[config.mk]
export PLATFORM = sky130hd
export DESIGN_NAME = serial_adder_accum
export DESIGN_NICKNAME = d
export VERILOG_FILES = /design/src/rtl/serial_adder_pkg.sv /design/src/rtl/full_add_cell.sv /design/src/rtl/serial_adder_accum.sv
export SDC_FILE = /design/constraint.sdc
export NUM_CORES = 1
export LEC_CHECK = 0
export ABC_AREA = 1
export CAP_MARGIN = 40
export CELL_PAD_IN_SITES_DETAIL_PLACEMENT = 2
export CELL_PAD_IN_SITES_GLOBAL_PLACEMENT = 2
export CORE_UTILIZATION = 30
export DETAILED_ROUTE_END_ITERATION = 7
export GPL_TIMING_DRIVEN = 0
export PLACE_DENSITY_LB_ADDON = 0.1
export SYNTH_ARGS = -nofsm -noshare
export SYNTH_HDL_FRONTEND = slang
export SYNTH_SLANG_ARGS = --single-unit
[constraint.sdc]
create_clock -name clk -period 3.6 [get_ports clk]
set_clock_uncertainty 0.05 [all_clocks]
set_input_delay 0.54 -clock clk [delete_from_list [all_inputs] [get_ports clk]]
set_output_delay 0.54 -clock clk [all_outputs]
set_load 0.1 [all_outputs]
[src/rtl/serial_adder_pkg.sv]
// Shared types and sizing helpers for the bit-serial adder.
// The optional signed overflow flag is selected in the top module by SERIAL_ADDER_OVF_EN.
package serial_adder_pkg;

    typedef enum logic [1:0] {
        IDLE = 2'd0,
        RUN  = 2'd1,
        DONE = 2'd2
    } state_t;

    localparam int DEFAULT_WIDTH = 8;

    // Bit counter only has to reach WIDTH-1; keep at least one bit for WIDTH=2.
    function automatic int cnt_width(input int width);
        return (width > 2) ? $clog2(width) : 1;
    endfunction

endpackage

[src/rtl/full_add_cell.sv]
// One-bit full adder assembled from two half adders and a carry-merge OR.
// Purely combinational; sits in the serial adder's per-bit datapath.
module half_adder (
    input  logic i_a,
    input  logic i_b,
    output logic o_sum,
    output logic o_carry
);
    assign o_sum   = i_a ^ i_b;
    assign o_carry = i_a & i_b;
endmodule

module full_add_cell (
    input  logic i_a,
    input  logic i_b,
    input  logic i_cin,
    output logic o_sum,
    output logic o_cout
);
    logic w_p;
    logic w_g;
    logic w_pc;

    half_adder u_ha_ab (
        .i_a     (i_a),
        .i_b     (i_b),
        .o_sum   (w_p),
        .o_carry (w_g)
    );

    half_adder u_ha_pc (
        .i_a     (w_p),
        .i_b     (i_cin),
        .o_sum   (o_sum),
        .o_carry (w_pc)
    );

    assign o_cout = w_g | w_pc;
endmodule

[src/rtl/serial_adder_accum.sv]
// Bit-serial adder: captures two operands on start, emits the sum after WIDTH RUN cycles with a one-cycle done pulse.
// Signed overflow output is only built when SERIAL_ADDER_OVF_EN is defined; otherwise ovf is tied low.
module serial_adder_accum
    import serial_adder_pkg::*;
#(
    parameter int WIDTH = DEFAULT_WIDTH
) (
    input  logic             clk,
    input  logic             rst_n,
    input  logic             start,
    input  logic [WIDTH-1:0] op_a,
    input  logic [WIDTH-1:0] op_b,
    output logic             busy,
    output logic             done,
    output logic [WIDTH-1:0] sum,
    output logic             carry_out,
    output logic             ovf
);
    localparam int              CNT_W    = cnt_width(WIDTH);
    localparam logic [CNT_W-1:0] LAST_CNT = CNT_W'(WIDTH - 1);

    state_t           r_state;
    state_t           w_next_state;
    logic             w_busy;
    logic             w_done;
    logic             w_load;
    logic             w_last;

    logic [WIDTH-1:0] r_a;
    logic [WIDTH-1:0] r_b;
    logic [WIDTH-1:0] r_part;
    logic [CNT_W-1:0] r_cnt;
    logic             r_c;
    logic [WIDTH-1:0] r_sum;
    logic             r_cout;

    logic             w_bit_sum;
    logic             w_bit_cout;

    full_add_cell u_fa (
        .i_a    (r_a[0]),
        .i_b    (r_b[0]),
        .i_cin  (r_c),
        .o_sum  (w_bit_sum),
        .o_cout (w_bit_cout)
    );

    always_ff @(posedge clk) begin
        if (!rst_n) begin
            r_state <= IDLE;
        end else begin
            r_state <= w_next_state;
        end
    end

    always_comb begin
        w_next_state = r_state;
        w_busy       = 1'b0;
        w_done       = 1'b0;
        w_load       = 1'b0;
        w_last       = (r_cnt == LAST_CNT);
        case (r_state)
            IDLE: begin
                if (start) begin
                    w_next_state = RUN;
                    w_load       = 1'b1;
                end
            end
            RUN: begin
                w_busy = 1'b1;
                if (w_last) begin
                    w_next_state = DONE;
                end
            end
            DONE: begin
                w_done = 1'b1;
                if (start) begin
                    w_next_state = RUN;
                    w_load       = 1'b1;
                end else begin
                    w_next_state = IDLE;
                end
            end
            default: begin
                w_next_state = IDLE;
            end
        endcase
    end

    // The last RUN cycle writes the outputs directly so results are valid on DONE entry.
    always_ff @(posedge clk) begin
        if (!rst_n) begin
            r_a    <= '0;
            r_b    <= '0;
            r_part <= '0;
            r_cnt  <= '0;
            r_c    <= 1'b0;
            r_sum  <= '0;
            r_cout <= 1'b0;
        end else if (w_load) begin
            r_a    <= op_a;
            r_b    <= op_b;
            r_part <= '0;
            r_cnt  <= '0;
            r_c    <= 1'b0;
        end else if (r_state == RUN) begin
            r_a    <= r_a >> 1;
            r_b    <= r_b >> 1;
            r_part <= {w_bit_sum, r_part[WIDTH-1:1]};
            r_c    <= w_bit_cout;
            if (w_last) begin
                r_sum  <= {w_bit_sum, r_part[WIDTH-1:1]};
                r_cout <= w_bit_cout;
            end else begin
                r_cnt  <= r_cnt + CNT_W'(1);
            end
        end
    end

`ifdef SERIAL_ADDER_OVF_EN
    logic r_ovf;

    // r_c holds the carry into the MSB during the final RUN cycle.
    always_ff @(posedge clk) begin
        if (!rst_n) begin
            r_ovf <= 1'b0;
        end else if (r_state == RUN && !w_load && w_last) begin
            r_ovf <= r_c ^ w_bit_cout;
        end
    end

    assign ovf = r_ovf;
`else
    assign ovf = 1'b0;
`endif

    assign busy      = w_busy;
    assign done      = w_done;
    assign sum       = r_sum;
    assign carry_out = r_cout;

endmodule

==> impl_results.md <==
- Layout cells sized above 1: 18.4%
- Setup TNS: 0 ns
- Overall routing resource usage: roughly 17%
- Design Power: around 920 uW
- Peak supply drop: approximately 0.0002 V
- Hold Violations, Final: 0
- First-pass GRT wire length: 7780 um
- Clock Sinks: 38
- DR pass1 iterations: 4
- Area Growth Syn to Fin: 35.5%
- Port-buffer cells: 28
- Crit. End Element: output port
- Crit share post-route: around two thirds
- Post-layout util: a little over two fifths
- Syn_nets: ~250
- Synth Area per Inst: about 7.7 sq um
- Placer Congestion: 0.695
- Kind of critical path: reg2out
- Clock Tree Buf Depth: 2
- Hold_buf cts: 0
- R2R cell count: 7
- Worst Path Arrival: between 1.5 and 2 ns
- #FFs+latches synth: 38
- Critical path peak fanout: 10
- Largest net degree at the start of global routing: 12
- Setup repair bufs after CTS: 0
- Setup crit end: busy
- Syn Inst Count: 230
- PwrDens: between 300 and 400 mW/mm^2
- Yosys cell types: 28
- Vias in the first global route: roughly 1700
- Remaining routing DRC violations: 0
- Status: finished clean
- Antenna violations before repair: 0
- Grt ovf: 0
- Main synth FF type: dfxtp_1
- Worst-Skew Late Latency: approximately 0.30 ns
- CTS root buffer: clkbuf_8
- Top post-synthesis cells by count: nand2_1 (43), dfxtp_1 (38), nor2_1 (31)
- DIE HEIGHT: 78.7 um
- Worst reg2reg startpoint: r_cnt[0]
- Post-Syn Area: approximately 0.0018 sq mm
- Post-place setup slack: roughly 1.5 ns
- Core ar.: about 0.0056 sq mm
- Max-slew violations: 0
- R2R setup slack: between 2 and 2.5 ns
- Detailed-route wire length: ~4600 um
- CP Launch Type: register
- Post-route ant nets: 0
- Post-synth EDFFs: 0
- Fin nets: between 200 and 300
- Most frequent cell after synthesis: nand2_1
- Area fraction of the dominant cell type after synthesis: 43.1%
- Leakage: between 1 and 1.5 nW
- Crit path launch: r_state[0]
- Reg clk slew, reported paths: 0.07 ns
- Boundary Pins: 31
- Detailed Place HPWL: around 3400 um
- Sequential area share after synthesis: 43.1%
- Htree depth: 2
- Full die area: between 0.006 and 0.007 sq mm
- Top post-synthesis cells by area: dfxtp_1 (43%), nand2_1 (9.1%), nor2_1 (6.6%)
- Vias: 1587
- Num CTS Buffers: 5
- WP data required: around 3 ns
- DR WL/cell: ~13 um
- FFs w/ async S/R, synth: 0%
- # diodes: 0
- Post-synth top area cell: dfxtp_1
- Die W: around 79 um
- Starting DRC count in detailed routing: 49
- Row count: 27
- CTS tree: built
- Max Fclk: approximately 0.42 GHz
- Min Tclk post-route: between 2 and 2.5 ns
- # setup viols final: 0
- Initial Util: about a third
- End of the worst register-to-register path: sum[5]
- Max Cap Viol: 0
- PostCTS Resize Cnt: 0
- RSZ-0062 raised after global routing: false
- Hold path startpoint: r_cnt[1]
- Min-Delay Path Class: reg2reg
- Vias per cell: 4.55
- Synthesis Warnings: 0
- Fin worst setup slack: about 1.2 ns
worst max-delay path, stage by stage (launching register included):
cell and delay (ns):
dfxtp_1 0.33, buf_6 0.18, nand2_8 0.12, inv_4 0.14
clkdlybuf4s50_1 0.53, buf_8 0.20
per-stage QoR:
stage	hold WS [ns]	std cells	cell area (sq um)
2_1_floorplan	0.394	230	1760
3_3_place_gp	0.405	330	2130
3_5_place_dp	0.418	341	2300
4_1_cts	0.434	349	2390
5_1_grt	0.451	349	2390
6_report	0.425	349	2390
report_power, final:
part / leakage (nW) / switching, mW / total, mW / internal, mW
Clock: 0.0482 / 0.153 / 0.307 / 0.154
Combinational: 0.725 / 0.0952 / 0.161 / 0.0654
Sequential: 0.310 / 0.0122 / 0.454 / 0.442
Total: 1.08 / 0.260 / 0.922 / 0.662
cell usage in the layout, fill, tap and decap left out, types with 2 or more instances in the layout:
cell	count
buf_6	3
o21ai_0	14
nand2_1	43
ha_1	2
o21ai_1	3
clkdlybuf4s50_1	28
nand2_2	2
inv_2	6
o21ai_2	2
buf_4	2
inv_1	27
dfxtp_1	38
nor2_2	2
nand3_2	4
clkbuf_1	2
a21oi_1	17
nand3_1	19
nor2_1	31
clkbuf_8	6
buf_8	12
a21oi_2	2
nand2_4	3
sequential cells by signal, summed over array words and instances, names as in the netlist:
register,count
r_cnt,3
r_c,1
sum,8
carry_out,1
r_state,2
r_a,8
r_part,7
r_b,8
layer usage:
layer  vias to the layer above  wire length, um  part of all wire (%)  global-route usage (%)
met2                        30             2270                    49                    30.1
met1                       745             2040                    44                    18.1
met4                         0               99                   2.2                    7.78
li1                        805                -                     -                       -
met3                         7              184                   4.0                    3.84
met5                         -                0                     0                       0
cell families (layout without fill, tap and decap cells):
logic type / after synthesis / in the layout / synth area share (%)
AO/OA/AOI/OAI: 38 / 38 / 11.6
other: 1 / 1 / 0.213
flip-flops: 38 / 38 / 43.1
buffers and inverters: 43 / 90 / 12.8
adder cells (fa/ha/maj): 3 / 3 / 2.55
AND/OR/NAND/NOR: 107 / 107 / 29.6
worst min path at each step:
stage / to / slack (ns) / cells after the start
floorplan: r_part[1] / 0.39 / 2
global placement: r_cnt[1] / 0.40 / 2
detailed placement: r_part[1] / 0.42 / 2
CTS: sum[4] / 0.43 / 2
global route: r_a[6] / 0.45 / 2
finish: r_cnt[1] / 0.42 / 2
layout make-up:
cell class,count,area (sq um)
Sequential cell,38,761
Buffer,8,87.6
Fill cell,653,3180
Multi-Input combinational cell,149,777
Clock buffer,7,86.3
Inverter,35,139
Timing Repair Buffer,39,445
Clock inverter,1,5.00
Tap cell,72,90.1
Power figures use the tool's default switching activity.
